<file path="src/rtl/mux21_pkg.sv">
// Shared types and defaults for the mux21 round-robin arbiter slice.
package mux21_pkg;

   typedef enum logic [1:0] {
      ST_IDLE = 2'd0,
      ST_OWN0 = 2'd1,
      ST_OWN1 = 2'd2
   } state_e;

   localparam int unsigned MAX_BURST_DEF = 4;
   localparam int unsigned CNT_W_DEF     = 8;

   // Bits needed to count 0 .. max_burst-1 (never less than one bit).
   function automatic int unsigned burst_width(input int unsigned max_burst);
      return (max_burst < 2) ? 1 : $clog2(max_burst);
   endfunction

endpackage

</file>
<file path="src/rtl/mux21.sv">
// Plain 2:1 datapath mux: sel=0 picks din0, sel=1 picks din1.
module mux21 #(
   parameter int unsigned WIDTH = 1
) (
   input  logic             sel,
   input  logic [WIDTH-1:0] din0,
   input  logic [WIDTH-1:0] din1,
   output logic [WIDTH-1:0] y_c
);

   assign y_c = sel ? din1 : din0;

endmodule

</file>
<file path="src/rtl/mux21_sat_cnt.sv">
// Saturating up-counter with synchronous clear; clear has priority over increment.
module mux21_sat_cnt #(
   parameter int unsigned    W   = 8,
   parameter logic [W-1:0]   MAX = '1
) (
   input  logic         clk,
   input  logic         rst_n,
   input  logic         clr,
   input  logic         inc,
   output logic [W-1:0] cnt
);

   always_ff @(posedge clk or negedge rst_n) begin
      if (!rst_n) begin
         cnt <= '0;
      end else if (clr) begin
         cnt <= '0;
      end else if (inc && (cnt != MAX)) begin
         cnt <= cnt + W'(1);
      end
   end

endmodule

</file>
<file path="src/rtl/mux21_arbiter.sv">
// Round-robin, burst-limited arbiter sharing one mux21 between two requesters.
// Define MUX21_ARB_STATS_EN to add the per-requester grant counters gnt_cnt0/gnt_cnt1.
module mux21_arbiter
   import mux21_pkg::*;
#(
   parameter int unsigned WIDTH     = 1,
   parameter int unsigned MAX_BURST = MAX_BURST_DEF,
   parameter int unsigned CNT_W     = CNT_W_DEF
) (
   input  logic             clk,
   input  logic             rst_n,
   input  logic             req0,
   input  logic             req1,
   input  logic [WIDTH-1:0] din0,
   input  logic [WIDTH-1:0] din1,
   output logic             gnt0,
   output logic             gnt1,
   output logic             sel,
   output logic [WIDTH-1:0] dout,
   output logic             dout_vld
`ifdef MUX21_ARB_STATS_EN
  ,output logic [CNT_W-1:0] gnt_cnt0,
   output logic [CNT_W-1:0] gnt_cnt1
`endif
);

   localparam int unsigned      BW         = burst_width(MAX_BURST);
   localparam logic [BW-1:0]    BURST_LAST = BW'(MAX_BURST - 1);

   if ((MAX_BURST < 1) || (CNT_W < 1)) begin : g_bad_cfg
      $error("mux21_arbiter: MAX_BURST and CNT_W must be at least 1");
   end

   state_e           state;
   state_e           next_state;
   logic             prio;
   logic             enter0;
   logic             enter1;
   logic             burst_clr;
   logic             burst_inc;
   logic [BW-1:0]    burst_cnt;
   logic [WIDTH-1:0] mux_c;
   logic             vld_c;

   // Next-state logic: tie goes to prio, owner yields on release or burst expiry.
   always_comb begin
      next_state = state;
      enter0     = 1'b0;
      enter1     = 1'b0;
      burst_clr  = 1'b0;
      burst_inc  = 1'b0;
      case (state)
         ST_IDLE: begin
            if (req0 && req1)  next_state = prio ? ST_OWN1 : ST_OWN0;
            else if (req0)     next_state = ST_OWN0;
            else if (req1)     next_state = ST_OWN1;
         end
         ST_OWN0: begin
            if (!req0)                               next_state = req1 ? ST_OWN1 : ST_IDLE;
            else if (req1 && burst_cnt == BURST_LAST) next_state = ST_OWN1;
         end
         ST_OWN1: begin
            if (!req1)                               next_state = req0 ? ST_OWN0 : ST_IDLE;
            else if (req0 && burst_cnt == BURST_LAST) next_state = ST_OWN0;
         end
         default: next_state = ST_IDLE;
      endcase
      enter0    = (next_state == ST_OWN0) && (state != ST_OWN0);
      enter1    = (next_state == ST_OWN1) && (state != ST_OWN1);
      burst_clr = enter0 || enter1 || (next_state == ST_IDLE);
      burst_inc = (state != ST_IDLE);
   end

   assign vld_c = (gnt0 && req0) || (gnt1 && req1);

   always_ff @(posedge clk or negedge rst_n) begin
      if (!rst_n) begin
         state    <= ST_IDLE;
         gnt0     <= 1'b0;
         gnt1     <= 1'b0;
         sel      <= 1'b0;
         prio     <= 1'b0;
         dout     <= '0;
         dout_vld <= 1'b0;
      end else begin
         state    <= next_state;
         gnt0     <= (next_state == ST_OWN0);
         gnt1     <= (next_state == ST_OWN1);
         dout_vld <= vld_c;
         if (enter0) begin
            sel  <= 1'b0;
            prio <= 1'b1;
         end else if (enter1) begin
            sel  <= 1'b1;
            prio <= 1'b0;
         end
         if (vld_c) dout <= mux_c;
      end
   end

   mux21 #(.WIDTH(WIDTH)) u_mux (
      .sel  (sel),
      .din0 (din0),
      .din1 (din1),
      .y_c  (mux_c)
   );

   // Counts owned cycles of the current owner; saturates at the handover point.
   mux21_sat_cnt #(.W(BW), .MAX(BURST_LAST)) u_burst_cnt (
      .clk   (clk),
      .rst_n (rst_n),
      .clr   (burst_clr),
      .inc   (burst_inc),
      .cnt   (burst_cnt)
   );

`ifdef MUX21_ARB_STATS_EN
   mux21_sat_cnt #(.W(CNT_W)) u_gnt_cnt0 (
      .clk   (clk),
      .rst_n (rst_n),
      .clr   (1'b0),
      .inc   (enter0),
      .cnt   (gnt_cnt0)
   );

   mux21_sat_cnt #(.W(CNT_W)) u_gnt_cnt1 (
      .clk   (clk),
      .rst_n (rst_n),
      .clr   (1'b0),
      .inc   (enter1),
      .cnt   (gnt_cnt1)
   );
`else
   // Statistics disabled: grant entries are not counted.
`endif

endmodule

</file>
<file path="config.mk">
export PLATFORM = sky130hd
export DESIGN_NAME = mux21_arbiter
export DESIGN_NICKNAME = d
export VERILOG_FILES = /design/src/rtl/mux21_pkg.sv /design/src/rtl/mux21.sv /design/src/rtl/mux21_sat_cnt.sv /design/src/rtl/mux21_arbiter.sv
export SDC_FILE = /design/constraint.sdc
export NUM_CORES = 1
export LEC_CHECK = 0
export ABC_AREA = 1
export BUFFER_PORTS_ARGS = -buffer_cell sky130_fd_sc_hd__clkbuf_2
export CORE_MARGIN = 8
export CORE_UTILIZATION = 28
export DETAILED_ROUTE_END_ITERATION = 7
export SKIP_LAST_GASP = 1
export SYNTH_ARGS = -nofsm -noshare
export SYNTH_HDL_FRONTEND = slang
export SYNTH_SLANG_ARGS = --single-unit
</file>
<file path="constraint.sdc">
create_clock -name clk -period 2.6 [get_ports clk]
set_input_delay 0.52 -clock clk [delete_from_list [all_inputs] [get_ports clk]]
set_output_delay 0.52 -clock clk [all_outputs]
set_load 0.005 [all_outputs]
</file>
==> flow_summary.json <==
{
  "clk_pin_slew_ns": 0.06,
  "cp.arrival_ns": 1.50,
  "cellPowerDensity_nw_per_um2": 1160,
  "die-width_um": 60.64,
  "cts_setup_buffers": 0,
  "fin_crit_sh": 0.5191,
  "ir_worst_vdd_mv": 0.3505,
  "nets": 87,
  "pin_count": 11,
  "finalSetupTns_ns": 0,
  "synth_cells": 66,
  "hold_viol": 0,
  "core_um2": 1922,
  "slew_viol_final": 0,
  "worstMarginPinSlew_ns": 0.2489,
  "numCtsBuffers": 3,
  "initial_utilization": 0.2904,
  "r2r_cells": 9,
  "cts-htree-levels": 1,
  "final_util": 0.3470,
  "detailed_place_hpwl_um": 891.9,
  "syn_area_per_cell_um2": 8.455,
  "clockBufferDepth": 2,
  "drt-initial-drc-count": 8,
  "ys_seq_area_frac": 0.4484,
  "drive_gt1_frac": 0.3418,
  "clk_latency_ns": 0.26,
  "antenna_found_initial": 0,
  "area_growth_pct": 19.51,
  "timing.final.crit_period_ns": 1.350,
  "max_stage_delay_ns": 0.40,
  "grt_max_degree": 11,
  "design_area_um2": 666.9,
  "place.port_buffers": 10,
  "worst-path-stages": 9,
  "routed_wl_um": 1068,
  "cts_repair_resize_count": 0,
  "cts_root_buffer": "clkbuf_4",
  "crit_buf_inv": 0,
  "vias_per_cell": 4.255,
  "cp_max_fo": 3,
  "p_leak_nw": 0.3734,
  "gp_congestion": 0.8284,
  "endpoint_kind": "flip-flop",
  "yosysWarnings": 0,
  "finalSetupViolCount": 0,
  "grt_use_total": 0.07066,
  "rows": 16,
  "dr.pass1.iters": 4,
  "slew_headroom": 0.8341,
  "p_total_mw": 0.7737,
  "ant_nets": 0,
  "crit_top_cell": "nand2_1",
  "synthesis.area_um2": 558.0,
  "cts_tree": "done",
  "cp_top_family": "simple AND/OR/NAND/NOR gates",
  "dpl_cell_area_um2": 630.6,
  "maxCapViolations": 0,
  "fin_skew_ns": 0.001764,
  "hold_class": "input port to async pin",
  "num_antenna_cells": 0,
  "grt_pass1_vias": 434,
  "worstSetupPathType": "flip-flop to flip-flop",
  "rsz0062_at_grt": "no",
  "die_area_um2": 3677,
  "status": "finished, final reports clean",
  "ys_seq_elements": 10,
  "route.detailed.drc": 0,
  "clock-sinks": 10,
  "die_height_um": 60.64,
  "syn-num-nets": 73,
  "hold_ws_ns": 0.1136,
  "grt_first_pass_wirelength_um": 1876,
  "worstSetupStartpointType": "flip-flop",
  "crit_slowest_cell": "dfrtp_1",
  "fmax_mhz": 741.0,
  "vias": 451,
  "path_cells": "ha_1, nand2_1, nand3_1, nand2_2, nand2_1, nor2_1, nand2_1, nand3_2, nor2_1",
  "wl_per_cell_um": 10.08,
  "grt-ovfl-total": 0,
  "critPathRequiredTime_ns": 2.75,
  "synthDistinctLibCells": 20,
  "cts_hold_buf": 0
}
==> path summary, 6_finish.rpt <==
check | from | endpoint | slack (ns)
worst min register to register | prio | prio | 0.49
max in group asynchronous | rst_n | dout | 2.29
worst max register to register | u_burst_cnt.cnt[0] | u_burst_cnt.cnt[0] | 1.25
min in group clk | prio | prio | 0.49
worst min-delay path | rst_n | prio | 0.11
worst max-delay path | u_burst_cnt.cnt[0] | u_burst_cnt.cnt[0] | 1.25
==> cell type report <==
type | count | area (µm²)
timing repair buffer | 10 | 50.05
multi-input combinational | 47 | 266.5
tap | 27 | 33.78
fill | 214 | 1255
inverter | 8 | 30.03
clock buffer | 4 | 36.28
sequential | 10 | 250.2
==> kinds of logic (layout without fill, tap and decap cells) <==
family / count (synthesis) / after routing / synth area share
mux: 1 / 1 / 0.01794
xor+xnor: 1 / 1 / 0.01570
buf+inv: 9 / 22 / 0.07399
fa+ha+maj: 1 / 1 / 0.02242
flops: 10 / 10 / 0.4484
compound gates: 4 / 4 / 0.04482
simple gates: 40 / 40 / 0.3767
==> registers in the layout (all words and copies together), names as in the netlist <==
name and count:
dout 1, dout_vld 1, gnt0 1, gnt1 1, prio 1, sel 1
state 2, u_burst_cnt.cnt 2
==> routing by layer <==
layer / up-vias / global-route usage / wire (µm)
met4: 0 / 0.009967 / 0
met2: 15 / 0.1101 / 469
met5: - / 0 / 0
li1: 236 / - / -
met3: 0 / 0.05297 / 127
met1: 200 / 0.07674 / 471
==> synthesized netlist by cell type, drive strengths merged <==
cell   count  area (µm²)
nand3     10       75.07
mux2i      1       10.01
dfrtp     10       250.2
xor2       1       8.760
a22o       1       10.01
a21oi      1       5.000
nand2     18       82.58
o21ai      2       10.00
inv        8       30.03
buf        1       11.26
ha         1       12.51
nor2      10       40.04
or2        1       6.260
nand4      1       6.260
==> metrics by stage <==
step                      std cells  worst slack, ns
final                           106            1.250
after floorplan                  66            1.352
after detailed placement        102            1.150
after global routing            106            1.135
after global placement          102            1.168
after CTS                       106            1.231
==> cells in the final DEF, fill, tap and decap left out, drive strengths merged <==
cell type	instances
or2	1
o21ai	2
nand3	10
ha	1
xor2	1
mux2i	1
clkbuf	14
nand2	18
a22o	1
nor2	10
a21oi	1
nand4	1
inv	8
dfrtp	10
==> power by group <==
part | internal (mW) | switching, mW | leakage (nW)
logic | 0.146 | 0.213 | 0.230
registers | 0.228 | 0.0512 | 0.123
clock network | 0.0849 | 0.0505 | 0.0210
total | 0.459 | 0.314 | 0.373
==> worst reg2reg max path: stages, from the launching register on <==
cell     delay, ns
dfrtp_1       0.40
ha_1          0.23
nand2_1       0.09
nand3_1       0.08
nand2_2       0.11
nand2_1       0.06
nor2_1        0.10
nand2_1       0.07
nand3_2       0.06
nor2_1        0.05
Note: power is estimated with default switching activity, not from simulation.
